[config.mk]
export PLATFORM = sky130hd
export DESIGN_NAME = pic10_fetch
export DESIGN_NICKNAME = d
export VERILOG_FILES = /design/src/rtl/pic10_pkg.sv /design/src/rtl/pic10_stack.sv /design/src/rtl/pic10_fetch.sv
export SDC_FILE = /design/constraint.sdc
export NUM_CORES = 1
export LEC_CHECK = 0
export ABC_AREA = 1
export CELL_PAD_IN_SITES_DETAIL_PLACEMENT = 1
export CELL_PAD_IN_SITES_GLOBAL_PLACEMENT = 1
export CORE_ASPECT_RATIO = 0.9
export CORE_UTILIZATION = 35
export DETAILED_ROUTE_END_ITERATION = 7
export HOLD_SLACK_MARGIN = 0.02
export PLACE_DENSITY = 0.77
export SLEW_MARGIN = 10
export SYNTH_ARGS = -nofsm -noshare
export SYNTH_HDL_FRONTEND = slang
export SYNTH_HIERARCHICAL = 1
export SYNTH_SLANG_ARGS = --single-unit
[constraint.sdc]
create_clock -name clk -period 2.7 [get_ports clk]
set_clock_uncertainty 0.1 [all_clocks]
set_input_delay 0.54 -clock clk [delete_from_list [all_inputs] [get_ports clk]]
set_output_delay 0.54 -clock clk [all_outputs]
set_load 0.1 [all_outputs]
[src/rtl/pic10_pkg.sv]
// Shared constants and types for the PIC10 fetch/sequencing slice.
// Optional stack checking is enabled by defining PIC10_STACK_CHECK_EN.
`timescale 1ns/1ps

package pic10_pkg;

  localparam int unsigned PC_WIDTH    = 8;
  localparam int unsigned STACK_DEPTH = 2;

  localparam logic [PC_WIDTH-1:0] RESET_VECTOR = 8'hFF;
  localparam logic [11:0]         NOP_WORD     = 12'h000;

  typedef enum logic [1:0] {
    Q1 = 2'd0,
    Q2 = 2'd1,
    Q3 = 2'd2,
    Q4 = 2'd3
  } q_phase_t;

endpackage

[src/rtl/pic10_stack.sv]
// Two-level hardware call stack; pop has priority over push.
// With PIC10_STACK_CHECK_EN defined, tracks occupancy and flags overflow/underflow.
`timescale 1ns/1ps

module pic10_stack
  import pic10_pkg::*;
(
  input  logic                clk,
  input  logic                reset,
  input  logic                push,
  input  logic                pop,
  input  logic [PC_WIDTH-1:0] push_data,
  output logic [PC_WIDTH-1:0] top,
  output logic                stack_err
);

  logic [PC_WIDTH-1:0] level0;
  logic [PC_WIDTH-1:0] level1;

  // Pop leaves level1 in place, so an empty-stack return yields the stale entry.
  always_ff @(posedge clk) begin
    if (reset) begin
      level0 <= '0;
      level1 <= '0;
    end else if (pop) begin
      level0 <= level1;
    end else if (push) begin
      level1 <= level0;
      level0 <= push_data;
    end
  end

  assign top = level0;

`ifdef PIC10_STACK_CHECK_EN
  logic [1:0] depth;
  logic       err;

  always_ff @(posedge clk) begin
    if (reset) begin
      depth <= '0;
      err   <= 1'b0;
    end else if (pop) begin
      if (depth == '0) err <= 1'b1;
      else             depth <= depth - 2'd1;
    end else if (push) begin
      if (depth == 2'(STACK_DEPTH)) err <= 1'b1;
      else                          depth <= depth + 2'd1;
    end
  end

  assign stack_err = err;
`else
  assign stack_err = 1'b0;
`endif

endmodule

[src/rtl/pic10_fetch.sv]
// PIC10 fetch stage: PC, Q1..Q4 phase sequencer, branch/call/return priority, IR load control.
// Define PIC10_STACK_CHECK_EN to enable stack overflow/underflow detection.
`timescale 1ns/1ps

module pic10_fetch
  import pic10_pkg::*;
(
  input  logic                clk,
  input  logic                reset,
  input  logic                hold,
  input  logic                goto_en,
  input  logic                call_en,
  input  logic                retlw_en,
  input  logic                skip_en,
  input  logic [PC_WIDTH-1:0] jump_addr,
  output logic [PC_WIDTH-1:0] prog_addr,
  output logic [1:0]          q_phase,
  output logic                load_ir_reg,
  output logic                ir_nop_sel,
  output logic                stack_err
);

  q_phase_t            phase;
  logic [PC_WIDTH-1:0] pc;
  logic [PC_WIDTH-1:0] pc_next;
  logic [PC_WIDTH-1:0] stack_top;
  logic                in_q4;
  logic                commit;
  logic                push;
  logic                pop;

  assign in_q4  = (phase == Q4);
  assign commit = in_q4 && !hold;

  // Priority retlw > call > goto > skip > sequential.
  always_comb begin
    pc_next    = pc + PC_WIDTH'(1);
    ir_nop_sel = 1'b0;
    if (in_q4) begin
      if (retlw_en) begin
        pc_next    = stack_top;
        ir_nop_sel = 1'b1;
      end else if (call_en || goto_en) begin
        pc_next    = jump_addr;
        ir_nop_sel = 1'b1;
      end else if (skip_en) begin
        ir_nop_sel = 1'b1;
      end
    end
  end

  assign pop  = commit && retlw_en;
  assign push = commit && call_en && !retlw_en;

  always_ff @(posedge clk) begin
    if (reset) begin
      phase <= Q1;
      pc    <= RESET_VECTOR;
    end else if (!hold) begin
      phase <= q_phase_t'(phase + 2'd1);
      if (in_q4) pc <= pc_next;
    end
  end

  pic10_stack u_stack (
    .clk       (clk),
    .reset     (reset),
    .push      (push),
    .pop       (pop),
    .push_data (pc),
    .top       (stack_top),
    .stack_err (stack_err)
  );

  assign prog_addr   = pc;
  assign q_phase     = phase;
  assign load_ir_reg = commit;

endmodule

==> impl_results.md <==
* Die area at 4380 um^2
* # DRC at 0
* Max Fclk at 449 MHz
* DP Area at 1730 um^2
* GRT Total Usage at 19.0%
* Final setup violation count at 0
* Cell count after synthesis at 213
* Sw frac at 30.4%
* Final Cell Area at 1780 um^2
* CTS Sinks at 26
* Multi-input gate area at 781 um^2
* DR WL/cell at 13.4 um
* Max Root-Sink Buffers at 2
* EDFF count, synth at 0
* Fillers at 503
* Count of input and output buffers at 26
* DIE WIDTH at 69.6 um
* Vias at 1404
* Layout Nets at 258
* Lkg Pwr at 0.876 nW
* Max-Cap Viols at 0
* DIE HEIGHT at 62.9 um
* Synthesized cell area at 1440 um^2
* Top-count cell post-synth: nand2_1
* Post-Synth Simple-Gate Area at 39.5%
* Layout cells sized above 1 at 13.8%
* Crit-path max FO at 10
* Final max-slew violation count at 0
* WP data required at 2.06 ns
* Slowest-stage cell, CP: clkdlybuf4s50_1
* Maximum number of pins on one net before global-route repair at 17
* Clock group share of total power at 27.6%
* Crit path largest cell delay at 0.58 ns
* Area Overhead vs Synth at 23.3%
* Initial antenna violation count at 0
* DRT Pass-1 Iters at 4
* Starting density of the core at 37.5%
* Top cell type by total area after synthesis: dfxtp_1
* GRT overflow at 0
* Htree depth at 1
* Resized Gates After CTS at 0
* RSZ-0062 raised after global routing: no
* Sum of buffers and inverters on the critical path at 2
* Largest family of logic cells by synthesized area: simple AND/OR/NAND/NOR gates
* Seq. cell area at 523 um^2
* Placer Congestion at 0.809
* Reg clk slew, reported paths at 0.08 ns
* Peak supply drop at 287 uV
* CP Capture Type: output pin
* Post-synthesis mux area share at 0%
* Hpwl dp at 2900 um
* Asr flop ratio synth at 0%
* DRT antenna net count at 0
* Worst EP arrival at 1.59 ns
* P_sw at 0.000239 W
* Core area at 3840 um^2
* Post-Syn Nets at 230
* Startpoint types: input port
* Synth cell types at 23
* Family with the most delay on the worst path: buffers and inverters
* Clock root cell: clkbuf_8
* Avg Cell Area, Syn at 6.76 um^2
* Post-synth top cells: 55 x nand2_1, 34 x nor2_1, 27 x nand3_1
* Ports at 28
* Sequential share of power at 51.2%
* Area contributors post-synth: dfxtp_1 36%, nand2_1 14%, nand3_1 9.4%
* Std-Cell Rows at 21
* Sequential area share after synthesis at 36.1%
* Vias per inst at 4.93
* Detailed Route Iter0 Violations at 48
* Final wirelength at 3810 um
* Fin crit share at 82.5%
* Post-synthesis compound-gate area fraction at 11.8%
* Logic pwr share at 21.2%
* Synth Register Bits at 26
* Global-route wire length before repair at 6730 um
* Synth Area in Adders at 1.74%
* YS warnings at 6
* Setup TNS at 0 ns
* Synth Flop Type: dfxtp_1
* Diodes inserted at 0
* Crit-path cells: clkdlybuf4s50_1, nor2_8, a21oi_2, buf_12
* Worst min-delay path class: register to register
* Post-CTS setup buffer count at 0
* Synth Area in XOR/XNOR at 0.608%
* Pwr/cell area at 443 nW/um^2
* CTS tree: yes
* Hold buffers post-CTS at 0
* Crit path kind: input port to output pin
* Result of the run: complete, no violations
* Min Tclk post-route at 2.23 ns
* Internal at 0.000547 W
* Number of global-route vias before repair at 1445
* Final Hold Viols at 0
* CTS buffer count at 3
* Clock Latency Late Sink at 0.27 ns
* Top-area cell type share of the netlist area at 36.1%
-- cells by family (layout without fill, tap and decap cells) --
family | Yosys count | after routing
compound gates | 32 | 32
xor+xnor | 1 | 1
fa+ha+maj | 2 | 2
buf+inv | 28 | 54
flops | 26 | 26
other cells | 1 | 1
simple gates | 123 | 123
-- placed cells by master (no fill, tap or decap), types with 6 or more instances in the layout --
master           Yosys  routed
inv_1               17      17
nand3_1             27      27
nor2_1              34      34
o21ai_1              6       6
o21ai_0              9       9
dfxtp_1             26      24
nand2_1             55      55
clkdlybuf4s50_1      0      14
a21oi_1             13      12
buf_4                2      13
-- power groups by stage --
stage	Sequential (W)	Clock, W	Combinational [W]
after floorplan	0.000450	0	0.0000764
after global placement	0.000411	0	0.000167
after detailed placement	0.000411	0	0.000168
after CTS	0.000403	0.000229	0.000168
after global routing	0.000404	0.000241	0.000181
final	0.000402	0.000217	0.000167
-- through the flow --
step | power (W) | hold WS, ns | util, % | setup WS (ns) | instances
final | 0.000786 | 0.350 | 46.3 | 0.472 | 285
after global routing | 0.000826 | 0.375 | 46.3 | 0.424 | 285
after global placement | 0.000578 | 0.338 | 45.2 | 0.455 | 282
after CTS | 0.000800 | 0.354 | 46.3 | 0.464 | 285
after detailed placement | 0.000579 | 0.340 | 45.2 | 0.411 | 282
after floorplan | 0.000526 | 0.353 | - | 0.130 | 213
-- per-layer routing --
layer | up-vias | share of wire, % | track usage, % | wire (um)
met5 | - | 0 | 0 | 0
met4 | 0 | 0.42 | 3.25 | 16
met3 | 4 | 3.0 | 4.35 | 114
met2 | 18 | 46 | 32.6 | 1730
met1 | 649 | 51 | 24.5 | 1950
li1 | 733 | - | - | -
-- state kept, by name, summed over array words and instances, names as in the netlist --
register,count
u_stack/top,8
prog_addr,8
q_phase,2
u_stack/level1,8
-- path summary, 6_finish.rpt --
path / start / to / slack, ns / cells past startpoint
worst min-delay path: q_phase[0] / q_phase[0] / 0.35 / 1
worst max register to register: q_phase[0] / u_stack/level1[5] / 0.90 / 11
worst max-delay path: call_en / ir_nop_sel / 0.47 / 4
worst min register to register: q_phase[0] / q_phase[0] / 0.35 / 1
-- layout make-up --
cell class                      instances  share of cell area (%)
Clock buffer                            3                    2.33
Inverter                               22                    5.36
Multi-Input combinational cell        159                    44.0
Sequential cell                        26                    29.5
Tap cell                               46                    3.24
Timing Repair Buffer                   29                    15.6
Note: power is estimated with default switching activity, not from simulation.
